$ cat config.mk
export PLATFORM = sky130hd
export DESIGN_NAME = spi_slave_sync
export DESIGN_NICKNAME = d
export VERILOG_FILES = /design/src/rtl/spi_slave_sync.sv
export SDC_FILE = /design/constraint.sdc
export NUM_CORES = 1
export LEC_CHECK = 0
export ABC_AREA = 1
export CAP_MARGIN = 0
export CORE_MARGIN = 2
export CORE_UTILIZATION = 50
export CTS_BUF_LIST = sky130_fd_sc_hd__clkbuf_4 sky130_fd_sc_hd__clkbuf_8
export CTS_CLUSTER_SIZE = 16
export DETAILED_ROUTE_END_ITERATION = 8
export PLACE_DENSITY = 0.76
export SYNTH_ARGS = -nofsm -noshare
export SYNTH_HDL_FRONTEND = slang
export SYNTH_SLANG_ARGS = --single-unit
$ cat constraint.sdc
create_clock -name clk -period 4 [get_ports clk]
set_input_delay 0.4 -clock clk [delete_from_list [all_inputs] [get_ports clk]]
set_output_delay 0.4 -clock clk [all_outputs]
set_load 0.005 [all_outputs]
$ cat src/rtl/spi_slave_sync.sv
// SPI mode-0 slave, MSB first, oversampled by clk so received bytes land directly in the clk domain.
// Optional frame_err output is built when SPI_SLAVE_SYNC_FRAME_ERR_EN is defined.
module spi_slave_sync #(
  parameter int unsigned DATA_WIDTH  = 8,
  parameter int unsigned SYNC_STAGES = 2
) (
  input  logic                  clk,
  input  logic                  reset,
  input  logic                  sclk,
  input  logic                  cs,
  input  logic                  mosi,
  output logic                  miso,
  input  logic [DATA_WIDTH-1:0] din,
  output logic [DATA_WIDTH-1:0] dout,
  output logic                  dout_valid,
  output logic                  busy
`ifdef SPI_SLAVE_SYNC_FRAME_ERR_EN
  ,
  output logic                  frame_err
`endif
);

  localparam int unsigned CntW = (DATA_WIDTH > 1) ? $clog2(DATA_WIDTH) : 1;
  localparam logic [CntW-1:0] LastBit = CntW'(DATA_WIDTH - 1);

  typedef enum logic {StIdle, StShift} state_e;

  state_e                  state_q;
  logic [SYNC_STAGES-1:0]  sclk_sync_q, cs_sync_q, mosi_sync_q;
  logic                    sclk_dly_q, cs_dly_q;
  logic [DATA_WIDTH-1:0]   tx_sr_q, dout_q;
  logic [DATA_WIDTH-2:0]   rx_sr_q;
  logic [CntW-1:0]         bit_cnt_q;
  logic                    dout_valid_q;
`ifdef SPI_SLAVE_SYNC_FRAME_ERR_EN
  logic                    frame_err_q;
`endif

  logic                    sclk_s, cs_s, mosi_s;
  logic                    sclk_rise, sclk_fall, cs_rise, cs_fall;
  logic [DATA_WIDTH-1:0]   rx_next;

  assign sclk_s    = sclk_sync_q[SYNC_STAGES-1];
  assign cs_s      = cs_sync_q[SYNC_STAGES-1];
  assign mosi_s    = mosi_sync_q[SYNC_STAGES-1];
  assign sclk_rise = sclk_s & ~sclk_dly_q;
  assign sclk_fall = ~sclk_s & sclk_dly_q;
  assign cs_rise   = cs_s & ~cs_dly_q;
  assign cs_fall   = ~cs_s & cs_dly_q;
  assign rx_next   = {rx_sr_q, mosi_s};

  // tx_sr is cleared outside a frame, so its MSB is directly the idle-low miso.
  assign miso       = tx_sr_q[DATA_WIDTH-1];
  assign dout       = dout_q;
  assign dout_valid = dout_valid_q;
  assign busy       = (state_q == StShift);
`ifdef SPI_SLAVE_SYNC_FRAME_ERR_EN
  assign frame_err  = frame_err_q;
`endif

  always_ff @(posedge clk or negedge reset) begin
    if (!reset) begin
      // cs history resets low: a cs already low at release must not look like a falling edge.
      sclk_sync_q  <= '0;
      cs_sync_q    <= '0;
      mosi_sync_q  <= '0;
      sclk_dly_q   <= 1'b0;
      cs_dly_q     <= 1'b0;
      state_q      <= StIdle;
      tx_sr_q      <= '0;
      rx_sr_q      <= '0;
      bit_cnt_q    <= '0;
      dout_q       <= '0;
      dout_valid_q <= 1'b0;
`ifdef SPI_SLAVE_SYNC_FRAME_ERR_EN
      frame_err_q  <= 1'b0;
`endif
    end else begin
      sclk_sync_q  <= {sclk_sync_q[SYNC_STAGES-2:0], sclk};
      cs_sync_q    <= {cs_sync_q[SYNC_STAGES-2:0], cs};
      mosi_sync_q  <= {mosi_sync_q[SYNC_STAGES-2:0], mosi};
      sclk_dly_q   <= sclk_s;
      cs_dly_q     <= cs_s;
      dout_valid_q <= 1'b0;

      unique case (state_q)
        StIdle: begin
          if (cs_fall) begin
            state_q   <= StShift;
            tx_sr_q   <= din;
            rx_sr_q   <= '0;
            bit_cnt_q <= '0;
`ifdef SPI_SLAVE_SYNC_FRAME_ERR_EN
            frame_err_q <= sclk_s;
`endif
          end
        end
        StShift: begin
          if (cs_rise) begin
            state_q   <= StIdle;
            tx_sr_q   <= '0;
            rx_sr_q   <= '0;
            bit_cnt_q <= '0;
`ifdef SPI_SLAVE_SYNC_FRAME_ERR_EN
            if (bit_cnt_q != '0) frame_err_q <= 1'b1;
`endif
          end else if (sclk_rise) begin
            rx_sr_q <= rx_next[DATA_WIDTH-2:0];
            if (bit_cnt_q == LastBit) begin
              dout_q       <= rx_next;
              dout_valid_q <= 1'b1;
              bit_cnt_q    <= '0;
              tx_sr_q      <= din;
            end else begin
              bit_cnt_q <= bit_cnt_q + CntW'(1);
            end
          end else if (sclk_fall && (bit_cnt_q != '0)) begin
            // No shift right after a byte boundary, or the reloaded MSB would be skipped.
            tx_sr_q <= {tx_sr_q[DATA_WIDTH-2:0], 1'b0};
          end
        end
        default: state_q <= StIdle;
      endcase
    end
  end

endmodule

==> results.cfg <==
[status]
status = finished clean

[detailed_routing]
wire_per_inst_um = 10.7
routed_wl_mm = 2.94
remaining_drc_errors = 0
drt-initial-drc-count = 77
vias = 1295
dr_wl_met2_mm = 1.28
drt_first_pass_iters = 4
ant_nets = 0
dr_wl_met3_um = 124
m1WireLength_mm = 1.46
top_layer = met4
routed_via_density = 4.71

[layout]
final_core_util_pct = 61.9
area_growth_pct = 19.5
mostFrequentLayoutCells = nand2_1, dfrtp_1, inv_1
fillerInstances = 295
fin_nets = 244
layout_commonest_cell = nand2_1
drive_above_1_share_pct = 11.4
n_antenna_cell = 0

[clock_network]
clockBufferDepth = 2
clk_latency_ps = 350
htreeDepth = 2
cts_buffers = 5
path_clk_slew_ps = 110
numClockSinks = 36
post_cts_resized = 0
clock-root-buffer = clkbuf_4
cts_tree = built
postCtsSetupRepairBufs = 0
cts_hold_buf = 0

[sta]
grt_setup_unrepaired = false
period_share_pct = 45.3
clock_skew_ps = 6.84
fin_ws_ps = 2190
worst_pin_slew_ps = 466
maxSlewViolCount = 0
post-route-min-period_ps = 1810
tns_ps = 0
fmax_ghz = 0.552
hold_violations = 0
finalSetupViolCount = 0
relSlewSlack_pct = 68.9

[floorplan]
die_h_um = 62.6
fp.dieW_um = 62.6
coreArea_um2 = 3310
rows = 21
num_io_pins = 24
start_util_pct = 51.8
die_area_um2 = 3920

[job]
maxCapViolCount = 0

[synthesis]
ys_seq_area_share_pct = 52.5
syn_area_per_cell_um2 = 8.53
yosys_warnings = 0
synth_cell_types = 20
syn_nets = 217
synth.ff_latch_count = 36
synthCells = 201
syn_area_um2 = 1720

[global_route]
overflow = 0
grt_pass1_vias = 1221
track_usage_pct = 17.4
grt_max_degree = 37
grt_pass1_wl_mm = 5.35
antenna_found_initial = 0

[pwr]
power_density_nw_per_um2 = 394
ir_drop_mv = 0.197
p_leak_nw = 1.04

[worst_setup_path]
cp_cell_sequence = clkdlybuf4s50_1
critPathRequiredTime_ps = 3600
crit_slowest_cell = clkdlybuf4s50_1
cp.buffers_inverters = 1
rr_worst_depth = 8
end_kind = primary output
cp.depth = 1
crit_type = reg -> out
crit_fanout = 6
startpoint_type = flip-flop
cp.arrival_ps = 1410
cp_top_family = buffers and inverters
cp_slowest_stage_delay_ps = 560

[placement]
routabilityCongestion = 0.771
dpl.hpwl_mm = 2.00
io_buffers = 23
dp_slack_ps = 2510

[hold_path]
hold_path.class = reg -> reg
hold_path_depth = 0
[report_power, final]
| group | leakage (nW) | internal [mW] | total, mW | switching (mW) |
|---|---|---|---|---|
| combinational | 0.533 | 0.0556 | 0.139 | 0.0837 |
| sequential | 0.470 | 0.395 | 0.414 | 0.0196 |
| clock | 0.0412 | 0.130 | 0.253 | 0.123 |
| total | 1.04 | 0.580 | 0.807 | 0.227 |
[registers in the layout, indices dropped and copies added (netlist names)]
name         cells
cs_sync_q        2
cs_dly_q         1
mosi_sync_q      2
dout_valid       1
busy             1
rx_sr_q          7
bit_cnt_q        3
dout             8
sclk_sync_q      2
sclk_dly_q       1
tx_sr_q          8
[cell families (layout without fill, tap and decap cells)]
| logic type | Yosys count | in the layout | share of synthesized area [%] |
|---|---|---|---|
| DFF | 36 | 36 | 52.5 |
| adders and majority gates | 3 | 3 | 2.19 |
| AOI/OAI and AO/OA | 20 | 20 | 7.73 |
| and+or+nand+nor | 103 | 103 | 27.1 |
| buffers and inverters | 39 | 67 | 10.5 |
[metal layers]
layer / up-vias / global-route usage [%]
met5: - / 0
met3: 7 / 3.42
met2: 25 / 26.1
met4: 0 / 10.3
met1: 585 / 23.4
li1: 678 / -
[per-stage QoR]
stage,total power [mW],instance area (um2),std cells,hold WS (ps)
floorplan,0.516,1720,201,104
CTS,0.816,2050,275,364
finish,0.807,2050,275,360
global placement,0.560,1970,267,333
global route,0.859,2050,275,369
detailed placement,0.562,1970,267,339
[path summary, 6_finish.rpt]
| path | from | end | slack, ps |
|---|---|---|---|
| worst max-delay path | busy | busy | 2190 |
| worst min-delay path | mosi_sync_q[0] | mosi_sync_q[1] | 360 |
| worst max register to register | bit_cnt_q[0] | tx_sr_q[6] | 2480 |
| worst min register to register | mosi_sync_q[0] | mosi_sync_q[1] | 360 |
| max in group asynchronous | reset | tx_sr_q[6] | 3250 |
| min in group asynchronous | reset | mosi_sync_q[0] | 450 |
[area by class of cell]
class                      instances  area (um2)  area share [%]
clock buffer                       5        37.5            1.83
inverter                          35         139            6.78
multi-input combinational        126         634            31.0
sequential                        36         901            44.0
tap                               46        57.6            2.81
timing repair buffer              24         238            11.6
clock inverter                     3        42.5            2.08
[synthesized netlist by cell type, drive strengths merged]
library cell  number  area share (%)
a21boi             1            0.44
buf                4             2.4
clkinv             1            0.51
dfrtp             36              53
ha                 3             2.2
inv               34             7.6
nand2             72              16
nand3             11             3.9
nand4             10             3.6
nor2              10             3.4
o21ai             19             7.3
Note: power is estimated with default switching activity, not from simulation.
